==> src/rtl/uart_tx_scheduler_if.sv <==
// Requester-side and transmitter-side signals of the UART TX scheduler.
// The scheduler is the slave; the requesters and transmitter side are the master.
interface uart_tx_scheduler_if #(
    parameter int unsigned NUM_REQ = 4
) ();
    localparam int unsigned ID_W = $clog2(NUM_REQ);

    logic [NUM_REQ-1:0]   req;
    logic [8*NUM_REQ-1:0] req_data;
    logic [NUM_REQ-1:0]   ack;
    logic [7:0]           tx_data;
    logic                 tx_send;
    logic                 tx_finish;
    logic                 busy;
    logic [ID_W-1:0]      active_id;
    logic                 timeout_err;

    modport slave (
        input  req, req_data, tx_finish,
        output ack, tx_data, tx_send, busy, active_id, timeout_err
    );

    modport master (
        output req, req_data, tx_finish,
        input  ack, tx_data, tx_send, busy, active_id, timeout_err
    );
endinterface

==> src/rtl/uart_tx_scheduler.sv <==
// Round-robin arbiter sharing one UART transmitter among NUM_REQ byte requesters,
// with a watchdog that abandons a transfer whose completion edge never arrives.
module uart_tx_scheduler #(
    parameter int unsigned NUM_REQ        = 4,
    parameter int unsigned TIMEOUT_CYCLES = 1_200_000
) (
    input  logic               clk,
    input  logic               rst,
    uart_tx_scheduler_if.slave bus
);
    localparam int unsigned     ID_W    = $clog2(NUM_REQ);
    localparam int unsigned     WD_W    = $clog2(TIMEOUT_CYCLES);
    localparam logic [WD_W-1:0] WD_LAST = WD_W'(TIMEOUT_CYCLES - 1);
    localparam logic [WD_W-1:0] WD_MAX  = '1;
    localparam logic [ID_W-1:0] ID_LAST = ID_W'(NUM_REQ - 1);

    typedef enum logic [1:0] {
        IDLE = 2'd0,
        SEND = 2'd1,
        WAIT = 2'd2,
        DONE = 2'd3
    } state_e;

    state_e             state_q, state_d;
    logic [ID_W-1:0]    rr_ptr_q, rr_ptr_d;
    logic [WD_W-1:0]    wd_q, wd_d;
    logic               tx_finish_q;
    logic [7:0]         tx_data_q, tx_data_d;
    logic [ID_W-1:0]    active_id_q, active_id_d;
    logic [NUM_REQ-1:0] ack_q, ack_d;
    logic               tx_send_q, tx_send_d;
    logic               busy_q, busy_d;
    logic               timeout_err_q, timeout_err_d;

    logic               finish_edge;
    logic               grant_vld;
    logic [ID_W-1:0]    grant_id;
    logic [ID_W-1:0]    cand;
    logic [ID_W-1:0]    next_id;

    // Only a fresh 0->1 transition counts; a level left high by a previous frame is ignored.
    assign finish_edge = bus.tx_finish & ~tx_finish_q;
    assign next_id     = (active_id_q == ID_LAST) ? '0 : active_id_q + ID_W'(1);

    // First requesting index at or above rr_ptr, wrapping around.
    always_comb begin
        grant_vld = 1'b0;
        grant_id  = '0;
        cand      = '0;
        for (int unsigned k = 0; k < NUM_REQ; k++) begin
            cand = ID_W'((32'(rr_ptr_q) + k) % NUM_REQ);
            if (!grant_vld && bus.req[cand]) begin
                grant_vld = 1'b1;
                grant_id  = cand;
            end
        end
    end

    always_comb begin
        state_d       = state_q;
        rr_ptr_d      = rr_ptr_q;
        wd_d          = wd_q;
        tx_data_d     = tx_data_q;
        active_id_d   = active_id_q;
        timeout_err_d = 1'b0;

        unique case (state_q)
            IDLE: begin
                if (grant_vld) begin
                    state_d     = SEND;
                    active_id_d = grant_id;
                    tx_data_d   = bus.req_data[{grant_id, 3'b000} +: 8];
                end
            end
            SEND: begin
                wd_d    = '0;
                state_d = WAIT;
            end
            WAIT: begin
                // Completion edge has priority over an expiring watchdog.
                if (finish_edge) begin
                    state_d = DONE;
                end else if (wd_q == WD_LAST) begin
                    timeout_err_d = 1'b1;
                    rr_ptr_d      = next_id;
                    state_d       = IDLE;
                end else if (wd_q != WD_MAX) begin
                    wd_d = wd_q + WD_W'(1);
                end
            end
            DONE: begin
                rr_ptr_d = next_id;
                state_d  = IDLE;
            end
            default: state_d = IDLE;
        endcase

        // Outputs are registered, so they are derived from the state being entered.
        tx_send_d = (state_d == SEND);
        busy_d    = (state_d != IDLE);
        ack_d     = '0;
        if (state_d == DONE) begin
            ack_d[active_id_d] = 1'b1;
        end
    end

    always_ff @(posedge clk) begin
        if (rst) begin
            state_q       <= IDLE;
            rr_ptr_q      <= '0;
            wd_q          <= '0;
            tx_finish_q   <= 1'b0;
            tx_data_q     <= '0;
            active_id_q   <= '0;
            ack_q         <= '0;
            tx_send_q     <= 1'b0;
            busy_q        <= 1'b0;
            timeout_err_q <= 1'b0;
        end else begin
            state_q       <= state_d;
            rr_ptr_q      <= rr_ptr_d;
            wd_q          <= wd_d;
            tx_finish_q   <= bus.tx_finish;
            tx_data_q     <= tx_data_d;
            active_id_q   <= active_id_d;
            ack_q         <= ack_d;
            tx_send_q     <= tx_send_d;
            busy_q        <= busy_d;
            timeout_err_q <= timeout_err_d;
        end
    end

    assign bus.ack         = ack_q;
    assign bus.tx_data     = tx_data_q;
    assign bus.tx_send     = tx_send_q;
    assign bus.busy        = busy_q;
    assign bus.active_id   = active_id_q;
    assign bus.timeout_err = timeout_err_q;
endmodule

==> src/flat_wrapper.sv <==
// flat-port wrapper written by rule: the top's interface ports become plain ports
module uart_tx_scheduler_flat 
#(
    parameter int unsigned NUM_REQ        = 4,
    parameter int unsigned TIMEOUT_CYCLES = 1_200_000
)
  (clk, rst, bus_req, bus_req_data, bus_tx_finish, bus_ack, bus_tx_data, bus_tx_send, bus_busy, bus_active_id, bus_timeout_err);
  uart_tx_scheduler_if #(.NUM_REQ(NUM_REQ)) bus_i ();
  input  logic clk;
  input  logic rst;
  input wire logic [$bits(bus_i.req)-1:0] bus_req;
  input wire logic [$bits(bus_i.req_data)-1:0] bus_req_data;
  input wire logic [$bits(bus_i.tx_finish)-1:0] bus_tx_finish;
  output wire logic [$bits(bus_i.ack)-1:0] bus_ack;
  output wire logic [$bits(bus_i.tx_data)-1:0] bus_tx_data;
  output wire logic [$bits(bus_i.tx_send)-1:0] bus_tx_send;
  output wire logic [$bits(bus_i.busy)-1:0] bus_busy;
  output wire logic [$bits(bus_i.active_id)-1:0] bus_active_id;
  output wire logic [$bits(bus_i.timeout_err)-1:0] bus_timeout_err;
  assign bus_i.req = bus_req;
  assign bus_i.req_data = bus_req_data;
  assign bus_i.tx_finish = bus_tx_finish;
  assign bus_ack = bus_i.ack;
  assign bus_tx_data = bus_i.tx_data;
  assign bus_tx_send = bus_i.tx_send;
  assign bus_busy = bus_i.busy;
  assign bus_active_id = bus_i.active_id;
  assign bus_timeout_err = bus_i.timeout_err;
  uart_tx_scheduler #(.NUM_REQ(NUM_REQ), .TIMEOUT_CYCLES(TIMEOUT_CYCLES)) u_core (.clk(clk), .rst(rst), .bus(bus_i));
endmodule
==> config.mk <==
export PLATFORM = sky130hd
export DESIGN_NAME = uart_tx_scheduler_flat
export DESIGN_NICKNAME = d
export VERILOG_FILES = /design/src/rtl/uart_tx_scheduler_if.sv /design/src/rtl/uart_tx_scheduler.sv /design/src/flat_wrapper.sv
export SDC_FILE = /design/constraint.sdc
export NUM_CORES = 1
export LEC_CHECK = 0
export CELL_PAD_IN_SITES_DETAIL_PLACEMENT = 0
export CELL_PAD_IN_SITES_GLOBAL_PLACEMENT = 1
export CORE_MARGIN = 4
export CORE_UTILIZATION = 36
export CTS_CLUSTER_SIZE = 12
export DETAILED_ROUTE_END_ITERATION = 16
export PLACE_DENSITY = 0.82
export SYNTH_ARGS = -nofsm -noshare
export SYNTH_HDL_FRONTEND = slang
export SYNTH_SLANG_ARGS = --single-unit
==> constraint.sdc <==
create_clock -name clk -period 2.2 [get_ports clk]
set_input_delay 0.44 -clock clk [delete_from_list [all_inputs] [get_ports clk]]
set_output_delay 0.44 -clock clk [all_outputs]
set_load 0.01 [all_outputs]
==> impl_metrics.csv <==
group,metric,value,unit
outcome,status,"completed",
routing,ant_nets,0,
routing,dr.pass1.iters,4,
placed_design,dp_cells,391,
critical_path,worst_setup_path_start_kind,"input port",
grt,grt_max_degree,19,
cts,cts_hold_buf,0,
sta,hold_viol_final,0,
floorplan,num_rows,28,
floorplan,die_w,86.8,µm
flow_run,cap_violations,0,
cts,htreeDepth,2,
placed_design,portBuffers,55,
critical_path,critPathMaxFanout,5,
cts,cts_num_sinks,43,
finish,nNetsFinal,365,
floorplan,dieArea,7540,µm²
finish,multi_input_area,1300,µm²
floorplan,core,5990,µm²
finish,fin_cells,400,
power_and_ir_drop,p_per_area,591,nW/µm²
sta,period_share,0.904,
critical_path,cp_data_arrival_time,2.19,ns
finish,n_antenna_cell,0,
sta,layout_min_cycle_time,1.99,ns
synthesis,yosys-top-cells-count,"dfxtp_1, nand2_1, a21oi_1, mux2i_1, nor2_1",
finish,drive_gt1_frac,0.108,
synthesis,yosys-top-cells-area,"dfxtp_1, mux2i_1, a21oi_1",
power_and_ir_drop,vdd_drop_max,0.000392,V
cts,clk_latency,0.31,ns
finish,fillers,575,
critical_path,rrSetupSlack,0.23,ns
synthesis,netlist_instances,257,
routing,drc,0,
critical_path,worst-setup-path-type,"in2reg",
critical_path,cp-startpoint,"bus_req[1]",
synthesis,syn_nets,298,
sta,layout_setup_ws,0.212,ns
sta,max-slew-margin-rel,0.625,
critical_path,ff2ff_path_depth,6,
synthesis,synth.top_cell.area_share,0.385,
routing,drt-wirelength-per-cell,15.3,µm
synthesis,yosysMostFrequentCell,"dfxtp_1",
power_and_ir_drop,power,1.80,mW
critical_path,crit_end,"u_core.bus.ack[0]$_SDFF_PP0_",
sta,rsz0062_at_grt,"no",
sta,tightest_slew,0.561,ns
grt,antenna_found_initial,0,
synthesis,ys.flop_type,"dfxtp_1",
synthesis,synthesis.area,2240,µm²
floorplan,initial_utilization,0.373,
sta,drv_slew,0,
finish,area_growth,36.5,%
critical_path,crit_required,2.40,ns
cts,clockBufferDepth,2,
sta,holdWs,0.479,ns
hold_path,hold_path_class,"reg2reg",
cts,root_buffer,"clkbuf_8",
routing,via_per_inst,5.46,
sta,setup_viol,0,
sta,maxClockFrequency,503,MHz
synthesis,synth_warnings,0,
routing,routed_wl,6.12,mm
synthesis,seq_area_frac_synth,0.385,
critical_path,r2r_end,"u_core.wd_q[16]$_SDFFE_PP0P_",
grt,grt_first_pass_wirelength,9.95,mm
critical_path,end_kind,"register",
cts,path_clk_slew,0.10,ns
grt,grt_pass1_vias,2062,
placed_design,dpl_worst_slack,-0.335,ns
synthesis,synth.distinct_cells,46,
placed_design,gp_congestion,0.767,
power_and_ir_drop,p_leak,1.06,nW
routing,vias,2183,
routing,drt_iter0_drc,164,
finish,seq_area,861,µm²
floorplan,io_pins,56,
synthesis,synthArstFlopShare,0,
synthesis,synth-edff-count,0,
cts,cts_made_buffers,5,
synthesis,ys_ff_latch,43,
placed_design,place_hpwl,4.68,mm
sta,fin_skew,0.00900,ns
grt,grt_overflow,0,
grt,grt_util_all_layers,0.166,
floorplan,die-height,86.8,µm
critical_path,r2r-start,"u_core.state_q[1]$_SDFF_PP0_",
synthesis,yosysTopAreaCell,"dfxtp_1",
synthesis,avgSynthCellArea,8.70,µm²
cts,cts_tree,"done",
-- power breakdown --
| part | internal (mW) | total (mW) | switching, mW |
|---|---|---|---|
| logic | 0.220 | 0.399 | 0.179 |
| clock network | 0.236 | 0.552 | 0.316 |
| registers | 0.819 | 0.851 | 0.0315 |
| total | 1.28 | 1.80 | 0.527 |
-- layout make-up --
cell class              count  area share
multi-input cells         200       0.427
clock inverters             3     0.00861
well taps                  75      0.0308
repair buffers             72       0.226
clock buffers               5      0.0226
flip-flops and latches     43       0.282
inverters                   2     0.00246
-- worst min-delay path by stage --
| stage | startpoint | slack (ns) | cells after the start | to |
|---|---|---|---|---|
| 2_1_floorplan | u_core.wd_q[20]$_SDFFE_PP0P_ | 0.45 | 1 | u_core.wd_q[20]$_SDFFE_PP0P_ |
| 3_3_place_gp | u_core.bus.tx_data[7]$_SDFFE_PP0P_ | 0.44 | 2 | u_core.bus.tx_data[7]$_SDFFE_PP0P_ |
| 3_5_place_dp | u_core.bus.tx_data[1]$_SDFFE_PP0P_ | 0.45 | 2 | u_core.bus.tx_data[1]$_SDFFE_PP0P_ |
| 4_1_cts | u_core.bus.tx_data[3]$_SDFFE_PP0P_ | 0.48 | 2 | u_core.bus.tx_data[3]$_SDFFE_PP0P_ |
| 5_1_grt | u_core.bus.tx_data[3]$_SDFFE_PP0P_ | 0.50 | 2 | u_core.bus.tx_data[3]$_SDFFE_PP0P_ |
| 6_report | u_core.bus.tx_data[3]$_SDFFE_PP0P_ | 0.48 | 2 | u_core.bus.tx_data[3]$_SDFFE_PP0P_ |
-- per-layer routing --
metal,global-route usage,wire length [µm],vias to the layer above
met5,0,0,-
met2,0.275,3000,43
met1,0.215,2770,1024
met4,0.0510,76,0
met3,0.0323,276,7
li1,-,-,1109
-- through the flow --
step | utilization | TNS [ns] | cell area (µm²)
after floorplan | - | 0 | 2240
after global placement | 0.489 | -2.77 | 2930
after detailed placement | 0.489 | -2.78 | 2930
after CTS | 0.508 | 0 | 3050
after global routing | 0.509 | 0 | 3050
final | 0.509 | 0 | 3050
-- critical path: stages --
cell and delay (ns):
clkdlybuf4s50_1 0.56, nor4_1 0.10, buf_4 0.14, nand2b_1 0.17, o41ai_1 0.43, buf_4 0.19, nand2b_1 0.12, nor2_1 0.05
-- cells in the final DEF, fill, tap and decap left out, types with 10 or more instances in the layout --
cell / n
o21ai_0: 11
clkdlybuf4s50_1: 55
nand2_1: 25
nor2_1: 16
a21oi_1: 22
nand2b_1: 10
or3_1: 10
buf_4: 16
or4_1: 11
dfxtp_1: 43
mux2i_1: 18
-- flip-flops by register name, summed over array words and instances (netlist names) --
register / count
u_core.wd_q: 21
u_core.bus.tx_data: 8
u_core.bus.ack: 4
u_core.bus.active_id: 2
u_core.rr_ptr_q: 2
u_core.state_q: 2
u_core.bus.busy: 1
u_core.bus.timeout_err: 1
u_core.bus.tx_send: 1
u_core.tx_finish_q: 1
-- cell families (layout without fill, tap and decap cells) --
| family | Yosys count | in the layout | synth area share |
|---|---|---|---|
| AO/OA/AOI/OAI | 68 | 68 | 0.199 |
| multiplexers | 18 | 18 | 0.0806 |
| adder cells (fa/ha/maj) | 2 | 2 | 0.0112 |
| AND/OR/NAND/NOR | 112 | 112 | 0.290 |
| buffers and inverters | 14 | 82 | 0.0347 |
| flip-flops | 43 | 43 | 0.385 |
-- repair_timing --
item / 4_1_cts / 5_1_grt
buffers inserted: 1 / 0
pin swaps: 1 / 1
resized for setup: 0 / 1
setup endpoints to repair: 1 / 2
Power figures use the tool's default switching activity.
